[src/rtl/dec_scan.sv]
// dec_scan: registered active-low one-hot decoder with enable gating, valid/ready load
// and an optional self-timed scan mode, compiled in when DEC_SCAN_EN is defined.
module dec_scan #(
  parameter int unsigned SEL_W     = 3,
  parameter int unsigned DWELL     = 4,
  parameter int unsigned SCAN_LAST = (1 << SEL_W) - 1
) (
  input  logic                  clk,
  input  logic                  rst_n,
  input  logic [2:0]            en_i,
  input  logic                  mode_i,
  input  logic                  valid_i,
  output logic                  ready_o,
  input  logic [SEL_W-1:0]      data_i,
  output logic [(2**SEL_W)-1:0] data_o,
  output logic [SEL_W-1:0]      idx_o,
  output logic                  wrap_o
);

  localparam int unsigned OUT_W = 2**SEL_W;

  localparam logic [1:0] IDLE   = 2'b00;
  localparam logic [1:0] DIRECT = 2'b01;

  if (SCAN_LAST > OUT_W - 1) begin : g_bad_scan_last
    $error("dec_scan: SCAN_LAST exceeds OUT_W-1");
  end
  if (DWELL < 1) begin : g_bad_dwell
    $error("dec_scan: DWELL must be at least 1");
  end

  function automatic logic [OUT_W-1:0] onehot_n(input logic [SEL_W-1:0] i);
    onehot_n = ~(OUT_W'(1) << i);
  endfunction

  logic [1:0]       state, state_n;
  logic [SEL_W-1:0] idx_n;
  logic [OUT_W-1:0] data_n;
  logic             ready_n;
  logic             wrap_n;
  logic             enabled;
  logic             scan_req;

  assign enabled = (en_i == 3'b100);

`ifdef DEC_SCAN_EN
  localparam logic [1:0]  SCAN = 2'b10;
  localparam int unsigned CW   = $clog2(DWELL) + 1;

  logic [CW-1:0] dwell, dwell_n;

  assign scan_req = mode_i;
`else
  logic unused_cfg;

  // Scan mode absent: mode_i is treated as 0 and the scan parameters are not used.
  assign scan_req   = 1'b0;
  assign unused_cfg = ^{mode_i, 32'(DWELL), 32'(SCAN_LAST)};
`endif

  // Next-state and next-output logic.
  always_comb begin
    state_n = state;
    idx_n   = idx_o;
    data_n  = data_o;
    ready_n = ready_o;
    wrap_n  = 1'b0;
`ifdef DEC_SCAN_EN
    dwell_n = dwell;
`endif
    if (!enabled) begin
      state_n = IDLE;
      data_n  = '1;
      ready_n = 1'b0;
`ifdef DEC_SCAN_EN
      dwell_n = '0;
`endif
    end else begin
      case (state)
        IDLE, DIRECT: begin
          if (scan_req) begin
`ifdef DEC_SCAN_EN
            state_n = SCAN;
            idx_n   = '0;
            data_n  = onehot_n('0);
            ready_n = 1'b0;
            dwell_n = '0;
`endif
          end else begin
            state_n = DIRECT;
            ready_n = 1'b1;
            if (state == IDLE) begin
              data_n = onehot_n(idx_o);
            end else if (valid_i && ready_o) begin
              idx_n  = data_i;
              data_n = onehot_n(data_i);
            end
          end
        end
`ifdef DEC_SCAN_EN
        SCAN: begin
          if (!scan_req) begin
            state_n = DIRECT;
            ready_n = 1'b1;
          end else begin
            ready_n = 1'b0;
            if (dwell == CW'(DWELL - 1)) begin
              dwell_n = '0;
              if (idx_o == SEL_W'(SCAN_LAST)) begin
                idx_n  = '0;
                wrap_n = 1'b1;
              end else begin
                idx_n = idx_o + SEL_W'(1);
              end
              data_n = onehot_n(idx_n);
            end else begin
              dwell_n = dwell + CW'(1);
            end
          end
        end
`endif
        default: begin
          state_n = IDLE;
          data_n  = '1;
          ready_n = 1'b0;
        end
      endcase
    end
  end

  // State and output registers.
  always_ff @(posedge clk or negedge rst_n) begin
    if (!rst_n) begin
      state   <= IDLE;
      idx_o   <= '0;
      data_o  <= '1;
      ready_o <= 1'b0;
      wrap_o  <= 1'b0;
`ifdef DEC_SCAN_EN
      dwell   <= '0;
`endif
    end else begin
      state   <= state_n;
      idx_o   <= idx_n;
      data_o  <= data_n;
      ready_o <= ready_n;
      wrap_o  <= wrap_n;
`ifdef DEC_SCAN_EN
      dwell   <= dwell_n;
`endif
    end
  end

endmodule

[config.mk]
export PLATFORM = sky130hd
export DESIGN_NAME = dec_scan
export DESIGN_NICKNAME = d
export VERILOG_FILES = /design/src/rtl/dec_scan.sv
export SDC_FILE = /design/constraint.sdc
export NUM_CORES = 1
export LEC_CHECK = 0
export CAP_MARGIN = 20
export CORE_ASPECT_RATIO = 1.2
export CORE_UTILIZATION = 30
export CTS_CLUSTER_DIAMETER = 200
export CTS_CLUSTER_SIZE = 25
export DETAILED_ROUTE_END_ITERATION = 8
export SLEW_MARGIN = 20
export SYNTH_ARGS = -nofsm -noshare
export SYNTH_HDL_FRONTEND = slang
export SYNTH_SLANG_ARGS = --single-unit
[constraint.sdc]
create_clock -name clk -period 2.8 [get_ports clk]
set_input_delay 0.56 -clock clk [delete_from_list [all_inputs] [get_ports clk]]
set_output_delay 0.56 -clock clk [all_outputs]
set_load 0.01 [all_outputs]
# Word level (Yosys, flattened, before mapping)

Cells that the tools add are included.

Bits in registers: 14
Bits of input ports: 10
Output and inout port bits: 13

Equal/unequal tests: 3
Shifts and indexed selects: 2
Muxes and demuxes: 8
Bitwise gates (word level): 3
Reduce and logical (&&, ||, !) cells: 4

Operator list:

| kind                                                               | count |
|---|---|
| 8-bit 2-to-1 mux                                                   | 4 |
| 8-bit NOT                                                          | 2 |
| 1-bit by 3-bit left shift with 8-bit output (first input constant) | 2 |
| 1-bit 2-to-1 mux                                                   | 4 |
| 4-bit != test (second input constant)                              | 1 |
| 4-bit AND reduction                                                | 1 |
| 3-bit == test (second input constant)                              | 1 |
| 2-bit by 1-bit == test with 1-bit output (second input constant)   | 1 |
| 2-bit zero test                                                    | 1 |
| 2-bit OR reduction                                                 | 1 |
| 1-bit logical AND                                                  | 1 |
| 1-bit NOT                                                          | 1 |

# Longest topological paths before layout

Gate-level depths: netlist of the first run.

Depth after elaboration: 6
Gate-level depth with buffers: 4
Depth with buffers taken out: 3

# Worst setup path after synthesis of the first run

OpenSTA, ideal clock, no wires.

Path kind: input-to-reg
Start: input port en_i[1]
End: register idx_o[0]
Library setup time: 0.125 ns
Data arrival time: 1.332 ns
Required time: 2.675 ns
Slack: 1.343 ns
Stages: 3
Path through: nor3b_4 -> and3_4 -> mux2_4

Longest elaborated chain between the ends: 2

RTL lines:

| what                          | RTL line | source |
|---|---|---|
| start: declaration            | 10       | `input logic [2:0] en_i,` |
| 3-bit == test                 | 44       | `assign enabled = (en_i == 3'b100);` |
| 4-bit AND reduction (no line) | --       |  |
| end signal: assignment        | 144      | `idx_o <= idx_n;` |
| end: declaration              | 16       | `output logic [SEL_W-1:0] idx_o,` |

Every way passes these cells.
A chain may end at the register's enable or synchronous reset.

==> metrics.txt, run 1 <==
outcome=finished, violations left; failing checks=design-rule violations; Top Ports=23; Util after Layout=46.0%; Die Area=2270 µm²; Worst path depth=1; number of flops mapped to enable cells by yosys=0; R2R depth=3; Net Switching=0.104 mW; worst skew pair latency=0.27 ns; Detailed Routing Iterations Pass 1=6; Hold Buf Count CTS=0; Slew Viols, Final=0; die height=52.0 µm; WP data arrival=1.43 ns; Syn. warnings=0; Slew headroom=63.8%; Final nets=83; syn avg cell area=12.5 µm²; FF+latch count, synth=12; ANT cells=0; Worst Path Buf+Inv=1; MaxCap Viol Count=0; post-synth top area share=33.6%; Final Instance Area=871 µm²; fillers=188; Min-Delay Path Depth=1; final setup violation count=0; clock power share=33.3%; share of flip-flops with an asynchronous set or reset=100%; Cell Chain, Critical Path=clkdlybuf4s50_1; Die W=43.7 µm; Worst Path Class, Setup=reg -> out; number of routed nets with antenna violations=0; Post-Syn Instances=50; Net Count, Synth=60; vias per inst=5.64; Layout Skew=0.00838 ns; Cell Count, Final, Fillers Out=91; Worst path max stage delay=0.61 ns; Initial Util=33.0%; Slowest-stage cell, CP=clkdlybuf4s50_1; wire per inst=15.0 µm; DRT iter0 DRCs=11; setup_tns=0 ns; synth unique cells=18; GR Util All Layers=13.6%; Flop pwr share=47.4%; Reg area=310 µm²; RD Place Congestion=0.686; post-CTS setup buffer count=0; post_cts resized=0; Via Count=513; vias in the first global route=486; pwr/cell area=472 nW/µm²; largest cells by area after synthesis=dfstp_2, dfrtp_1, o22a_1; Setup crit end kind=primary output; CTS sink count=12; CP startpoint kind=flip-flop; RSZ-0062 raised after global routing=false; drt total wl=1360 µm; period utilisation layout=70.9%; pin count of the biggest net entering global routing=13; placed insts=87; cell taking the most area after synthesis=dfstp_2; final-report hold violation count=0; Synth-to-Final Area Change=39.2%; grt total ovfl=0; HP Class=reg -> reg; Core Area=1890 µm²; CP Data Required Time=2.24 ns; CTS clk-pin slew, worst paths=0.08 ns; Sw Share=25.3%; multi-input combinational cell area=297 µm²; Clock Tree Buf Depth=2; crit path time final=1.99 ns; register area share after synthesis=49.6%; DRC=3; Worst-Margin Slew=0.541 ns; TritonCTS clock tree=yes; worst hold slack=0.518 ns; total CTS buffers=3; antenna violations before repair=0; clock root buffer=clkbuf_4; Worst IR Drop VDD=231 µV; P_int=0.307 mW; Critical Path Fanout Max=11; Synth top cells by count=dfstp_2, o22a_1, nor2b_1; delay-heaviest family, CP=buffers and inverters; Post-DP HPWL=1010 µm; FMAX=504 MHz; Port-buffer cells=20; Logic pwr share=19.3%; Place WS=0.821 ns; PnR Total Power=0.411 mW; fraction of layout cells with a size suffix above 1=26.4%; # H-tree levels=1; fin worst setup slack=0.815 ns; Post-Syn Area=626 µm²; global-route wire length before repair=2210 µm; Most used DFF post-synth=dfstp_2; LEAKAGE=0.320 nW; dpl cell area=835 µm²; # rows=17
==> registers in the layout, summed over array words and instances (netlist names) <==
name,flops
data_o,8
idx_o,3
state,1
==> per-layer routing <==
layer  vias to the layer above  part of all wire [%]  track usage [%]
met5                         -                     0                0
met4                         0                   1.8             7.81
met3                         4                   8.2             2.78
met2                        27                    45             19.2
met1                       246                    45             18.9
li1                        236                     -                -
==> power by group through the flow <==
stage | Combinational, mW | Clock, mW | Sequential [mW]
5_1_grt | 0.0858 | 0.151 | 0.196
6_report | 0.0792 | 0.137 | 0.195
3_3_place_gp | 0.0785 | 0 | 0.197
4_1_cts | 0.0795 | 0.141 | 0.195
3_5_place_dp | 0.0791 | 0 | 0.198
2_1_floorplan | 0.0379 | 0 | 0.198
==> placed cells by master, fill, tap and decap left out <==
cell type	instances
a22oi_1	3
nor2b_1	6
o22a_1	8
a32oi_1	4
clkbuf_8	1
dfrtp_1	4
and2_1	1
dfstp_2	8
conb_1	1
nand3b_2	1
o21ai_2	1
clkdlybuf4s50_1	20
nor3b_4	1
nor2_1	3
a31oi_1	1
mux2_4	3
and3_4	1
inv_1	1
and4_1	1
clkbuf_4	3
==> worst paths after layout <==
check / start / endpoint / slack [ns]
setup / recovery: state[0]$_DFF_PN0_ / ready_o / 0.81
hold / removal: data_o[1]$_DFFE_PN1P_ / data_o[1]$_DFFE_PN1P_ / 0.52
setup reg to reg: state[0]$_DFF_PN0_ / data_o[1]$_DFFE_PN1P_ / 1.51
hold reg to reg: data_o[1]$_DFFE_PN1P_ / data_o[1]$_DFFE_PN1P_ / 0.52
max in group asynchronous: rst_n / data_o[7]$_DFFE_PN1P_ / 1.79
min in group asynchronous: rst_n / idx_o[2]$_DFFE_PN0P_ / 0.64
==> kinds of logic (layout without fill, tap and decap cells) <==
group	Yosys count	count (layout)	synth area share, %
other	1	1	0.599
AOI/OAI and AO/OA	17	17	22.8
muxes	3	3	7.20
buffers and inverters	3	25	3.00
DFF	12	12	49.6
and+or+nand+nor	14	14	16.8
==> layout make-up <==
cell class	instances	share of cell area, %
Inverter	1	0.431
Multi-Input combinational cell	35	34.1
Tap cell	19	2.73
Sequential cell	12	35.6
Clock buffer	4	4.17
Timing Repair Buffer	20	23.0
No activity file was read; power rests on OpenSTA's default activity.
==> run 2: changes to the inputs <==
==> constraint.sdc (replaced) <==
create_clock -name clk -period 1.7 [get_ports clk]
set_input_delay 0.34 -clock clk [delete_from_list [all_inputs] [get_ports clk]]
set_output_delay 0.34 -clock clk [all_outputs]
set_load 0.01 [all_outputs]
==> run 2 against run 1 <==
  * The flow still finishes with violations (design-rule violations)
  * Sequential cell count is the same
  * Utilization grew 2.2 points
  * First-iteration DRC count shrank 45%
  * Non-clock buffer count grew 3
  * Total power grew 67%
  * Die area is the same
  * Sequential power grew 64%
  * Worst setup slack lost 0.78 ns
  * Combinational power grew 73%
  * Clock power grew 67%
  * Critical path type unchanged
  * Highest routed layer unchanged
==> metrics.txt, run 2 (same netlist as run 1, synthesis figures left out) <==
worst hold slack=0.424 ns (-0.0933 ns); Initial Util=33.0% (unchanged); Worst path max stage delay=0.53 ns (-0.08 ns); Slowest-stage cell, CP=dfstp_2; Die Area=2270 µm² (unchanged); Worst IR Drop VDD=415 µV (+80%); # H-tree levels=1 (unchanged); DR top layer=met4; Worst Path Buf+Inv=1 (unchanged); die height=52.0 µm (unchanged); PnR Total Power=0.686 mW (+67%); Cell Chain, Critical Path=clkdlybuf4s50_1; # rows=17 (unchanged); Layout Skew=0.00166 ns (-0.00672 ns); pin count of the biggest net entering global routing=13 (unchanged); Synth-to-Final Area Change=45.8%; Setup crit end kind=primary output; Most flops, register=data_o; LEAKAGE=0.334 nW (+4.2%); R2R depth=4 (+1); HP Class=in -> async; failing checks=design-rule violations; CTS clk-pin slew, worst paths=0.08 ns (about the same); outcome=finished, violations left; RD Place Congestion=0.725 (+5.6%); Final Instance Area=912 µm² (+4.7%); metal2 WL=636 µm (+3.1%); Top Registers=data_o x8, idx_o x3, state x1; ANT cells=0 (unchanged); CTS sink count=12 (unchanged); Core Area=1890 µm² (unchanged); Hold Buf Count CTS=0 (unchanged); period utilisation layout=98.2%; GR Util All Layers=14.4% (+0.81 points); post-CTS setup buffer count=0 (unchanged); Worst Path Class, Setup=reg -> out; vias in the first global route=510 (+4.9%); wire per inst=15.0 µm (+0.43%); most frequent cells in the layout=clkdlybuf4s50_1, o22a_1, dfstp_2; delay-heaviest family, CP=flip-flops; Routed met3 length=80 µm (-29%); setup_tns=0 ns (unchanged); DRC=3 (unchanged); Final nets=86 (+3.6%); DRT iter0 DRCs=6 (-5); worst skew pair latency=0.27 ns (about the same); total CTS buffers=3 (unchanged); FMAX=599 MHz; max reg flops=8 (unchanged); WP data arrival=1.33 ns (-0.10 ns); met1 wire length=666 µm (+9.7%); crit path time final=1.67 ns; RSZ-0062 raised after global routing=false; Clock Tree Buf Depth=2 (unchanged); Detailed Routing Iterations Pass 1=6 (unchanged); flop-to-flop setup slack=0.47 ns (-1.04 ns); antenna violations before repair=0 (unchanged); Port-buffer cells=20 (unchanged); Worst-Margin Slew=0.555 ns (+0.0140 ns); global-route wire length before repair=2340 µm (+5.6%); final-report hold violation count=0 (unchanged); final setup violation count=0 (unchanged); grt total ovfl=0 (unchanged); pwr/cell area=752 nW/µm² (+59%); most common cell after layout, fill and taps aside=clkdlybuf4s50_1; MaxCap Viol Count=0 (unchanged); TritonCTS clock tree=yes; Top Ports=23 (unchanged); vias per inst=5.50 (-2.4%); Post-DP HPWL=986 µm (-1.9%); Die W=43.7 µm (unchanged); Slew Viols, Final=0 (unchanged); CP startpoint kind=flip-flop; Worst path depth=1 (unchanged); clock root buffer=clkbuf_4; drt total wl=1410 µm (+3.7%); Slew headroom=62.9% (-0.94 points); Via Count=517 (+0.78%); fraction of layout cells with a size suffix above 1=30.7% (+4.3 points); CP Data Required Time=1.36 ns (-0.88 ns); number of routed nets with antenna violations=0 (unchanged); dpl cell area=857 µm² (+2.7%); post_cts resized=0 (unchanged); Critical Path Fanout Max=2 (-9)
==> run 2: cell types whose count changed in the layout (fill, tap and decap cells not counted) <==
cell             before  now
clkdlybuf4s50_1      20   13
dfrtp_2               0    1
dfrtp_1               4    3
dlymetal6s2s_1        0    7
buf_4                 0    3
==> run 2: per-layer routing <==
layer / vias up / GRT usage (%)
li1: 244 / -
met1: 251 / 19.2
met2: 18 / 21.1
met3: 4 / 2.43
met4: 0 / 9.38
met5: - / 0
==> run 2: path summary, 6_finish.rpt <==
check / endpoint / startpoint
max in group asynchronous: idx_o[2]$_DFFE_PN0P_ / rst_n
max: data_o[5] / data_o[5]$_DFFE_PN1P_
min in group clk: data_o[1]$_DFFE_PN1P_ / data_o[1]$_DFFE_PN1P_
min reg2reg: data_o[1]$_DFFE_PN1P_ / data_o[1]$_DFFE_PN1P_
max reg2reg: data_o[1]$_DFFE_PN1P_ / state[0]$_DFF_PN0_
min: idx_o[0]$_DFFE_PN0P_ / rst_n
==> run 2: layout make-up <==
type	instances	area [µm²]
Clock buffer	4	36.3
Fill cell	195	981
Inverter	1	3.75
Multi-Input combinational cell	35	297
Sequential cell	12	312
Tap cell	19	23.8
Timing Repair Buffer	23	240
==> run 2: stage by stage <==
stage,cells,setup slack [ns],utilization (%)
3_5_place_dp,90,0.0124,45.3
3_3_place_gp,90,0.0429,45.3
2_1_floorplan,50,0.463,-
6_report,94,0.0311,48.2
4_1_cts,94,0.0161,47.2
5_1_grt,94,0.00271,48.2
==> run 2: power breakdown <==
group	switching, mW	total [mW]	internal (mW)
logic	0.0598	0.137	0.0770
registers	0.0175	0.320	0.302
clock network	0.0992	0.229	0.130
total	0.176	0.686	0.509
==> run 3: changes to the inputs <==
==> constraint.sdc (replaced) <==
create_clock -name clk -period 1.43 [get_ports clk]
set_input_delay 0.286 -clock clk [delete_from_list [all_inputs] [get_ports clk]]
set_output_delay 0.286 -clock clk [all_outputs]
set_load 0.01 [all_outputs]
==> run 3 against run 2 <==
  * The flow still finishes with violations (design-rule violations)
  * Worst setup slack improved by 0.045 ns
  * Design area is 0.41% higher
  * Sequential cell count is the same
  * Total power rose by 20%
  * Routed wire length is 4.5% lower
  * Via count rose by 3.1%
  * Cell count up 5.3%
  * Highest routed layer unchanged
  * Count of clock-buffer cells in the layout unchanged
  * First-iteration DRC count grew 100%
  * Combinational power up 34%
==> metrics.txt, run 3 (same netlist as run 1, synthesis figures left out) <==
outcome=finished, violations left; failing checks=design-rule violations; period utilisation layout=94.7%; # rows=17 (unchanged); Post-DP HPWL=1000 µm (+1.5%); Worst Path Class, Setup=reg -> out; FMAX=739 MHz; Slew Viols, Final=0 (unchanged); crit path time final=1.35 ns; Via Count=533 (+3.1%); Worst path depth=1 (unchanged); Die W=43.7 µm (unchanged); RSZ-0062 raised after global routing=false; number of routed nets with antenna violations=0 (unchanged); CP Data Required Time=1.14 ns (-0.22 ns); fin worst setup slack=0.0765 ns (+0.0454 ns); die height=52.0 µm (unchanged); final-report hold violation count=0 (unchanged); Die Area=2270 µm² (unchanged); final setup violation count=0 (unchanged); Final nets=91 (+5.8%); dpl cell area=887 µm² (+3.5%); DRC=3 (unchanged); delay-heaviest family, CP=flip-flops; most frequent cells in the layout=dlygate4sd2_1, o22a_1, dfstp_2, clkdlybuf4s50_1, buf_4; grt total ovfl=0 (unchanged); flop-to-flop setup slack=0.19 ns (-0.28 ns); GR Util All Layers=13.9% (-0.54 points); fraction of layout cells with a size suffix above 1=33.8% (+3.1 points); max reg flops=8 (unchanged); Cell Chain, Critical Path=dlygate4sd2_1; Final Instance Area=916 µm² (+0.41%); clock root buffer=clkbuf_4; Critical Path End=data_o[7]; Clock Tree Buf Depth=2 (unchanged); Place WS=-0.179 ns (-0.192 ns); global-route wire length before repair=2350 µm (+0.30%); MaxCap Viol Count=0 (unchanged); Critical Path Fanout Max=2 (unchanged); pwr/cell area=899 nW/µm² (+20%); Setup crit end kind=primary output; CTS clk-pin slew, worst paths=0.08 ns (about the same); Core Area=1890 µm² (unchanged); CTS sink count=12 (unchanged); R2R depth=4 (unchanged); Slowest-stage cell, CP=dfstp_2; LEAKAGE=0.360 nW (+7.9%); worst reg2reg path endpoint=data_o[1]$_DFFE_PN1P_; Critical R2R Launch=state[0]$_DFF_PN0_; Worst IR Drop VDD=466 µV (+12%); worst setup path start=data_o[7]$_DFFE_PN1P_; Most flops, register=data_o; HP Class=in -> async; worst skew pair latency=0.27 ns (about the same); Worst Path Buf+Inv=1 (unchanged); ANT cells=0 (unchanged); vias per inst=5.38 (-2.1%); CP startpoint kind=flip-flop; Top Registers=data_o x8, idx_o x3, state x1; Top Ports=23 (unchanged); vias in the first global route=533 (+4.5%); wire per inst=13.6 µm (-9.3%); Layout Skew=0.00212 ns (+0.000458 ns); Port-buffer cells=20 (unchanged); pin count of the biggest net entering global routing=13 (unchanged); drt total wl=1350 µm (-4.5%); TritonCTS clock tree=yes; Synth-to-Final Area Change=46.4%; Worst path max stage delay=0.53 ns (about the same); Initial Util=33.0% (unchanged); antenna violations before repair=0 (unchanged); WP data arrival=1.07 ns (-0.26 ns); # H-tree levels=1 (unchanged); most common cell after layout, fill and taps aside=dlygate4sd2_1; Detailed Routing Iterations Pass 1=9 (+3); DRT iter0 DRCs=12 (+6); total CTS buffers=3 (unchanged); RD Place Congestion=0.749 (+3.3%)
==> run 3: cell count changes in the layout (fill, tap and decap cells not counted) <==
cell             previous run  this run
dfrtp_1                     3         4
dlygate4sd2_1               0        12
dlymetal6s2s_1              7         0
dfrtp_2                     1         0
clkdlybuf4s50_1            13         8
buf_4                       3         8
==> run 3: where the power goes <==
part / total [mW] / switching, mW / leakage, nW / internal [mW]
registers: 0.366 / 0.00777 / 0.138 / 0.358
logic: 0.184 / 0.0853 / 0.201 / 0.0987
clock network: 0.273 / 0.119 / 0.0210 / 0.155
==> run 3: cell type report <==
cell class	count	area, µm²
clock buffers	4	36.3
inverters	1	3.75
multi-input cells	35	297
flip-flops and latches	12	310
repair buffers	28	245
well taps	19	23.8
fillers	190	977
==> run 3: metal layers <==
layer,GRT usage [%],share of wire [%]
met2,21.6,47
met3,2.78,6.7
met1,17.6,44
met5,0,0
met4,7.81,2.3
==> run 3: repair_timing <==
action | in CTS | in global routing
hold buffers | 0 | 0
buffers inserted | 1 | 0
gates resized for setup | 12 | 0
endpoints found under the setup margin | 12 | 0
==> run 3: how the worst min path moves through the flow <==
stage | startpoint | endpoint | slack [ns] | cells after the start
after global routing | rst_n | idx_o[2]$_DFFE_PN0P_ | 0.34 | 2
after detailed placement | data_o[1]$_DFFE_PN1P_ | data_o[1]$_DFFE_PN1P_ | 0.52 | 1
after CTS | rst_n | idx_o[2]$_DFFE_PN0P_ | 0.32 | 2
after floorplan | rst_n | idx_o[0]$_DFFE_PN0P_ | -0.01 | 0
after global placement | data_o[1]$_DFFE_PN1P_ | data_o[1]$_DFFE_PN1P_ | 0.51 | 1
final | rst_n | idx_o[2]$_DFFE_PN0P_ | 0.31 | 2
==> run 3: stage by stage <==
| step | instances | hold WS (ns) | total power, mW | utilization (%) | TNS, ns |
|---|---|---|---|---|---|
| finish | 99 | 0.310 | 0.823 | 48.4 | 0 |
| floorplan | 50 | -0.00959 | 0.462 | - | 0 |
| global route | 99 | 0.337 | 0.861 | 48.4 | 0 |
| detailed placement | 94 | 0.523 | 0.561 | 46.9 | -1.92 |
| CTS | 99 | 0.323 | 0.829 | 48.4 | 0 |
| global placement | 94 | 0.508 | 0.560 | 46.9 | -1.82 |
==> run 3: worst reg2reg max path, cell delays in order (launching register included) <==
cell,delay [ns]
dfrtp_1,0.35
buf_4,0.16
nor2b_1,0.29
a22oi_1,0.15
o22a_1,0.22
